$ cat src/rtl/vend_if.sv
// Handshake bundle between the vending sequencer and its coin, select,
// dispense and payout partners.
interface vend_if;
    logic [1:0] coin;
    logic       coin_valid;
    logic [1:0] sel;
    logic       sel_valid;
    logic       cancel;
    logic       disp_req;
    logic [1:0] disp_prod;
    logic       disp_ack;
    logic       chg_req;
    logic [1:0] chg_coin;
    logic       chg_ack;
    logic [7:0] credit;
    logic       reject;
    logic       busy;

    modport master (
        output coin, coin_valid, sel, sel_valid, cancel, disp_ack, chg_ack,
        input  disp_req, disp_prod, chg_req, chg_coin, credit, reject, busy
    );

    modport slave (
        input  coin, coin_valid, sel, sel_valid, cancel, disp_ack, chg_ack,
        output disp_req, disp_prod, chg_req, chg_coin, credit, reject, busy
    );
endinterface

$ cat src/rtl/vend_sequencer.sv
// Vending machine sequencer: accumulates coin credit, dispenses a selected
// product, pays change one coin at a time and auto-refunds after inactivity.
module vend_sequencer #(
    parameter int unsigned PRICE0     = 15,
    parameter int unsigned PRICE1     = 20,
    parameter int unsigned PRICE2     = 25,
    parameter int unsigned PRICE3     = 30,
    parameter int unsigned MAX_CREDIT = 50,
    parameter int unsigned TIMEOUT    = 255
) (
    input  logic   clk,
    input  logic   rst,
    vend_if.slave  bus
);

    localparam int unsigned CW = 8;

    typedef enum logic [1:0] {
        IDLE     = 2'd0,
        CREDIT   = 2'd1,
        DISPENSE = 2'd2,
        CHANGE   = 2'd3
    } state_t;

    state_t          state_q, state_d;
    logic [CW-1:0]   credit_q, credit_d;
    logic [CW-1:0]   idle_q, idle_d;
    logic            disp_req_q, disp_req_d;
    logic [1:0]      disp_prod_q, disp_prod_d;
    logic            chg_req_q, chg_req_d;
    logic [1:0]      chg_coin_q, chg_coin_d;
    logic            reject_q, reject_d;
    logic            busy_q, busy_d;

    logic [CW-1:0]   coin_amt_c;
    logic [CW:0]     coin_sum_c;
    logic            coin_ok_c;
    logic [CW-1:0]   post_credit_c;
    logic [CW-1:0]   price_c;
    logic [CW-1:0]   paid_amt_c;
    logic [CW-1:0]   remain_c;
    logic [CW-1:0]   idle_inc_c;

    // Largest coin that still fits in the remaining credit.
    function automatic logic [1:0] pay_coin(input logic [CW-1:0] c);
        return (c >= CW'(10)) ? 2'b10 : 2'b01;
    endfunction

    always_comb begin
        coin_amt_c = '0;
        case (bus.coin)
            2'b01:   coin_amt_c = CW'(5);
            2'b10:   coin_amt_c = CW'(10);
            default: coin_amt_c = '0;
        endcase
    end

    always_comb begin
        price_c = CW'(PRICE0);
        case (bus.sel)
            2'd0: price_c = CW'(PRICE0);
            2'd1: price_c = CW'(PRICE1);
            2'd2: price_c = CW'(PRICE2);
            2'd3: price_c = CW'(PRICE3);
            default: price_c = CW'(PRICE0);
        endcase
    end

    // Sum is one bit wider so a ceiling near 255 cannot wrap into acceptance.
    assign coin_sum_c    = {1'b0, credit_q} + {1'b0, coin_amt_c};
    assign coin_ok_c     = bus.coin_valid && (coin_amt_c != '0) &&
                           (coin_sum_c <= (CW+1)'(MAX_CREDIT));
    assign post_credit_c = coin_ok_c ? coin_sum_c[CW-1:0] : credit_q;
    assign paid_amt_c    = (chg_coin_q == 2'b10) ? CW'(10) : CW'(5);
    assign remain_c      = (credit_q >= paid_amt_c) ? (credit_q - paid_amt_c) : '0;
    assign idle_inc_c    = idle_q + CW'(1);

    // Next-state and next-output logic.
    always_comb begin
        state_d     = state_q;
        credit_d    = credit_q;
        idle_d      = '0;
        disp_req_d  = disp_req_q;
        disp_prod_d = disp_prod_q;
        chg_req_d   = chg_req_q;
        chg_coin_d  = chg_coin_q;
        reject_d    = 1'b0;

        case (state_q)
            IDLE, CREDIT: begin
                reject_d = bus.coin_valid && !coin_ok_c;
                credit_d = post_credit_c;
                if (bus.cancel && (post_credit_c != '0)) begin
                    state_d    = CHANGE;
                    chg_req_d  = 1'b1;
                    chg_coin_d = pay_coin(post_credit_c);
                end else if (bus.sel_valid && (post_credit_c >= price_c)) begin
                    state_d     = DISPENSE;
                    credit_d    = post_credit_c - price_c;
                    disp_req_d  = 1'b1;
                    disp_prod_d = bus.sel;
                end else if (post_credit_c == '0) begin
                    state_d = IDLE;
                end else begin
                    state_d = CREDIT;
                    // Inactivity refund: only quiet cycles spent in CREDIT count.
                    if ((state_q == CREDIT) && !bus.coin_valid && !bus.sel_valid) begin
                        if (idle_inc_c == CW'(TIMEOUT)) begin
                            state_d    = CHANGE;
                            chg_req_d  = 1'b1;
                            chg_coin_d = pay_coin(post_credit_c);
                        end else begin
                            idle_d = idle_inc_c;
                        end
                    end
                end
            end

            DISPENSE: begin
                reject_d = bus.coin_valid;
                if (disp_req_q && bus.disp_ack) begin
                    disp_req_d  = 1'b0;
                    disp_prod_d = 2'b00;
                    if (credit_q != '0) begin
                        state_d    = CHANGE;
                        chg_req_d  = 1'b1;
                        chg_coin_d = pay_coin(credit_q);
                    end else begin
                        state_d = IDLE;
                    end
                end
            end

            CHANGE: begin
                reject_d = bus.coin_valid;
                if (chg_req_q) begin
                    if (bus.chg_ack) begin
                        credit_d   = remain_c;
                        chg_req_d  = 1'b0;
                        chg_coin_d = 2'b00;
                        if (remain_c == '0) begin
                            state_d = IDLE;
                        end
                    end
                end else if (credit_q == '0) begin
                    state_d = IDLE;
                end else begin
                    // One-cycle gap after each paid coin, then request the next.
                    chg_req_d  = 1'b1;
                    chg_coin_d = pay_coin(credit_q);
                end
            end

            default: begin
                state_d = IDLE;
            end
        endcase

        busy_d = (state_d == DISPENSE) || (state_d == CHANGE);
    end

    always_ff @(posedge clk or negedge rst) begin
        if (!rst) begin
            state_q     <= IDLE;
            credit_q    <= '0;
            idle_q      <= '0;
            disp_req_q  <= 1'b0;
            disp_prod_q <= 2'b00;
            chg_req_q   <= 1'b0;
            chg_coin_q  <= 2'b00;
            reject_q    <= 1'b0;
            busy_q      <= 1'b0;
        end else begin
            state_q     <= state_d;
            credit_q    <= credit_d;
            idle_q      <= idle_d;
            disp_req_q  <= disp_req_d;
            disp_prod_q <= disp_prod_d;
            chg_req_q   <= chg_req_d;
            chg_coin_q  <= chg_coin_d;
            reject_q    <= reject_d;
            busy_q      <= busy_d;
        end
    end

    assign bus.credit    = credit_q;
    assign bus.disp_req  = disp_req_q;
    assign bus.disp_prod = disp_prod_q;
    assign bus.chg_req   = chg_req_q;
    assign bus.chg_coin  = chg_coin_q;
    assign bus.reject    = reject_q;
    assign bus.busy      = busy_q;

endmodule

$ cat src/flat_wrapper.sv
// flat-port wrapper written by rule: the top's interface ports become plain ports
module vend_sequencer_flat 
#(
    parameter int unsigned PRICE0     = 15,
    parameter int unsigned PRICE1     = 20,
    parameter int unsigned PRICE2     = 25,
    parameter int unsigned PRICE3     = 30,
    parameter int unsigned MAX_CREDIT = 50,
    parameter int unsigned TIMEOUT    = 255
)
  (clk, rst, bus_coin, bus_coin_valid, bus_sel, bus_sel_valid, bus_cancel, bus_disp_ack, bus_chg_ack, bus_disp_req, bus_disp_prod, bus_chg_req, bus_chg_coin, bus_credit, bus_reject, bus_busy);
  vend_if bus_i ();
  input  logic clk;
  input  logic rst;
  input wire logic [$bits(bus_i.coin)-1:0] bus_coin;
  input wire logic [$bits(bus_i.coin_valid)-1:0] bus_coin_valid;
  input wire logic [$bits(bus_i.sel)-1:0] bus_sel;
  input wire logic [$bits(bus_i.sel_valid)-1:0] bus_sel_valid;
  input wire logic [$bits(bus_i.cancel)-1:0] bus_cancel;
  input wire logic [$bits(bus_i.disp_ack)-1:0] bus_disp_ack;
  input wire logic [$bits(bus_i.chg_ack)-1:0] bus_chg_ack;
  output wire logic [$bits(bus_i.disp_req)-1:0] bus_disp_req;
  output wire logic [$bits(bus_i.disp_prod)-1:0] bus_disp_prod;
  output wire logic [$bits(bus_i.chg_req)-1:0] bus_chg_req;
  output wire logic [$bits(bus_i.chg_coin)-1:0] bus_chg_coin;
  output wire logic [$bits(bus_i.credit)-1:0] bus_credit;
  output wire logic [$bits(bus_i.reject)-1:0] bus_reject;
  output wire logic [$bits(bus_i.busy)-1:0] bus_busy;
  assign bus_i.coin = bus_coin;
  assign bus_i.coin_valid = bus_coin_valid;
  assign bus_i.sel = bus_sel;
  assign bus_i.sel_valid = bus_sel_valid;
  assign bus_i.cancel = bus_cancel;
  assign bus_i.disp_ack = bus_disp_ack;
  assign bus_i.chg_ack = bus_chg_ack;
  assign bus_disp_req = bus_i.disp_req;
  assign bus_disp_prod = bus_i.disp_prod;
  assign bus_chg_req = bus_i.chg_req;
  assign bus_chg_coin = bus_i.chg_coin;
  assign bus_credit = bus_i.credit;
  assign bus_reject = bus_i.reject;
  assign bus_busy = bus_i.busy;
  vend_sequencer #(.PRICE0(PRICE0), .PRICE1(PRICE1), .PRICE2(PRICE2), .PRICE3(PRICE3), .MAX_CREDIT(MAX_CREDIT), .TIMEOUT(TIMEOUT)) u_core (.clk(clk), .rst(rst), .bus(bus_i));
endmodule
$ cat config.mk
export PLATFORM = sky130hd
export DESIGN_NAME = vend_sequencer_flat
export DESIGN_NICKNAME = d
export VERILOG_FILES = /design/src/rtl/vend_if.sv /design/src/rtl/vend_sequencer.sv /design/src/flat_wrapper.sv
export SDC_FILE = /design/constraint.sdc
export NUM_CORES = 1
export LEC_CHECK = 0
export CELL_PAD_IN_SITES_DETAIL_PLACEMENT = 2
export CELL_PAD_IN_SITES_GLOBAL_PLACEMENT = 2
export CORE_MARGIN = 2
export CORE_UTILIZATION = 35
export CTS_CLUSTER_DIAMETER = 60
export CTS_CLUSTER_SIZE = 12
export DETAILED_ROUTE_END_ITERATION = 7
export PLACE_DENSITY_LB_ADDON = 0.1
export SETUP_SLACK_MARGIN = 0.5
export SYNTH_ARGS = -nofsm -noshare
export SYNTH_HDL_FRONTEND = slang
export SYNTH_SLANG_ARGS = --single-unit
$ cat constraint.sdc
create_clock -name clk -period 6.4 [get_ports clk]
set_clock_uncertainty 0.2 [all_clocks]
set_input_delay 0.96 -clock clk [delete_from_list [all_inputs] [get_ports clk]]
set_output_delay 0.96 -clock clk [all_outputs]
set_load 0.1 [all_outputs]
==> reports/metrics.yaml <==
area_delta_synth_final_pct: 18.0
synth.net_count: 372
timing_hold_violations_final: 0
crit_top_cell: "ha_1"
syn-cell-area_mm2: 0.00272
drt-pass1-iter-count: 4
io_buffers: 26
nFillCells: 871
numCtsBuffers: 3
clk_pin_slew_ns: 0.09
avgRoutedWirePerCell_um: 19.6
cellLeakagePower_nw: 1.36
first_global_vias: 2815
p_total_mw: 1.85
multi_input_area_mm2: 0.00194
place_hpwl_mm: 6.95
io_pins: 27
critPathMaxStageDelay_ns: 0.51
dr_total_vias: 2589
crit_path_end_kind: "flip-flop"
cts_max_path_buffers: 2
grt.total_usage_pct: 22.7
core_area_mm2: 0.00765
finalSetupTns_ns: 0
ys.flop_type: "dfrtp_1"
drt_iter0_markers: 74
critPathLaunchType: "primary input"
drive_above_1_share_pct: 9.72
max_slew.worst_pin.slew_ns: 0.976
cap_viol_max_count: 0
worstHoldPathType: "flip-flop to flip-flop"
cts-root-buf: "clkbuf_8"
gr-total-overflow: 0
rows: 32
arrival_ns: 5.60
clkSinkCount: 26
synth_edf_count: 0
start_util_pct: 35.6
syn_inst: 339
cts-hold-fix-buffers: 0
required_ns: 6.41
r2r_slack_ns: 1.40
ant_nets: 0
seqCellArea_um2: 651
avgSynthCellArea_um2: 8.03
powerDensity_mw_per_mm2: 577
place.gp.congestion: 0.843
grt_max_degree: 27
rsz0062_at_grt: "no"
num_antenna_cells: 0
die_height_um: 92.2
status: "complete, no violations"
endpoint: "u_core.bus.credit[0]"
grt_pass1_wl_mm: 15.2
r2r_cells: 19
synth_seq_cells: 26
crit_slowest_cell: "or4b_4"
clock_latency_ns: 0.29
die_w_um: 92.2
setup_viol: 0
dieArea_mm2: 0.00850
fin_crit_ns: 5.59
ir_drop_v: 0.000261
yosysWarningCount: 0
grt_antenna_before_repair: 0
ys_seq_area_share_pct: 23.9
drc: 0
timing.rr.start: "u_core.bus.credit[1]"
slew_headroom_pct: 34.7
synth-async-reset-ratio_pct: 100
tritoncts: "yes"
criticalPathCategory: "primary input to flip-flop"
nets: 394
startpoint: "bus_coin[1]"
ys_types: 64
reg2reg_to: "u_core.bus.credit[0]"
critPathMaxFanout: 8
max_freq_mhz: 179
maxSlewViolCount: 0
via_per_inst: 5.60
fin_crit_sh_pct: 87.4
wl_mm: 9.03
worstPathCellList: "clkdlybuf4s50_1 -> ha_1 -> xor2_1 -> ha_1 -> a21oi_4 -> xor2_1 -> or4b_4 -> and3_4 -> a21oi_2 -> nand2_1 -> xnor2_2 -> ha_1 -> inv_1 -> fa_1 -> a21o_1 -> a21oi_2 -> a21oi_1 -> o31a_1 -> o21ai_4 -> mux2_2 -> a21oi_1"
h-tree-depth: 1
==> per-stage QoR <==
step	std cells	utilization [%]	setup WS [ns]	instance area (um2)	hold WS [ns]
after floorplan	339	-	0.644	2720	0.268
final	462	42.0	0.805	3210	0.322
after detailed placement	455	40.1	0.0176	3070	0.320
after global routing	462	42.0	0.534	3210	0.370
after CTS	462	41.5	0.599	3170	0.334
after global placement	455	40.1	0.242	3070	0.302
==> how the worst min path moves through the flow <==
stage                           from          endpoint  cells after the start
floorplan           u_core.idle_q[0]  u_core.idle_q[0]                      1
global placement    u_core.idle_q[0]  u_core.idle_q[0]                      1
detailed placement  u_core.idle_q[0]  u_core.idle_q[0]                      1
CTS                 u_core.idle_q[0]  u_core.idle_q[0]                      1
global route        u_core.idle_q[0]  u_core.idle_q[0]                      1
finish              u_core.idle_q[0]  u_core.idle_q[0]                      1
==> worst max-delay path, delay by kind of cell <==
family                   cells  cell delay [ns]
buffers and inverters        2             0.54
adder cells (fa/ha/maj)      4             1.08
AO/OA/AOI/OAI                8             1.39
XOR/XNOR                     3             0.44
multiplexers                 1             0.38
AND/OR/NAND/NOR              3             0.79
==> power by group <==
group	internal (mW)	switching (mW)	leakage (nW)
combinational	0.471	0.891	1.01
clock	0.0840	0.0597	0.0357
sequential	0.213	0.136	0.317
==> repair_timing <==
item,4_1_cts,5_1_grt
setup endpoints to repair,8,14
buffers inserted,3,0
pin swaps,0,1
gates resized for setup,3,8
==> cells in the mapped netlist, types with 3 or more instances <==
cell	count	share of area (%)
o21ai_0	19	3.5
nand2_1	29	4.0
a31oi_1	6	1.4
xnor2_1	13	4.2
nand4_1	4	0.92
nand2b_1	3	0.69
o211ai_1	4	1.1
mux2i_1	10	3.7
inv_1	22	3.0
a21o_1	8	2.2
xor2_1	10	3.2
a2111oi_0	3	0.97
a211oi_1	4	1.1
or2_2	3	0.69
ha_1	20	9.2
nor3_1	6	1.1
dfrtp_1	26	24
nand3b_1	6	1.7
nor2_1	33	4.5
buf_2	5	0.92
nand3_1	12	2.2
clkbuf_1	9	1.2
a21oi_1	28	5.1
nor2b_1	3	0.69
==> cells in the final DEF, fill, tap and decap left out, types with 12 or more instances in the layout <==
| cell type | synthesis | layout |
|---|---|---|
| clkdlybuf4s50_1 | 0 | 25 |
| nor2_1 | 33 | 33 |
| xnor2_1 | 13 | 12 |
| a21oi_1 | 28 | 26 |
| nand3_1 | 12 | 12 |
| nand2_1 | 29 | 29 |
| ha_1 | 20 | 19 |
| dfrtp_1 | 26 | 26 |
| inv_1 | 22 | 21 |
| o21ai_0 | 19 | 19 |
==> final cells by class <==
cell class	instances	share of cell area [%]
Clock buffer	3	1.29
Clock inverter	1	0.935
Inverter	22	2.57
Multi-Input combinational cell	272	60.5
Sequential cell	26	20.2
Tap cell	102	3.97
Timing Repair Buffer	36	10.5
==> layer usage <==
| metal | global-route usage, % | vias to the layer above | part of all wire [%] |
|---|---|---|---|
| met5 | 0 | - | 0 |
| met4 | 4.23 | 0 | 1.1 |
| met3 | 2.96 | 10 | 2.1 |
| met2 | 38.1 | 34 | 47 |
| met1 | 31.5 | 1282 | 49 |
| li1 | - | 1263 | - |
==> sequential cells by signal, summed over array words and instances, names as in the netlist <==
name                  count
u_core.idle_q             8
u_core.bus.disp_prod      2
u_core.state_q            2
u_core.bus.chg_req        1
u_core.bus.chg_coin       2
u_core.bus.credit         8
u_core.bus.disp_req       1
u_core.bus.reject         1
u_core.bus.busy           1
==> logic make-up after synthesis <==
| kind of cell | Yosys count | synth area share, % |
|---|---|---|
| compound gates | 95 | 22.8 |
| flops | 26 | 23.9 |
| mux | 12 | 4.50 |
| fa+ha+maj | 22 | 10.7 |
| simple gates | 119 | 23.7 |
| xor+xnor | 24 | 8.00 |
| buf+inv | 41 | 6.48 |
Note: power is estimated with default switching activity, not from simulation.
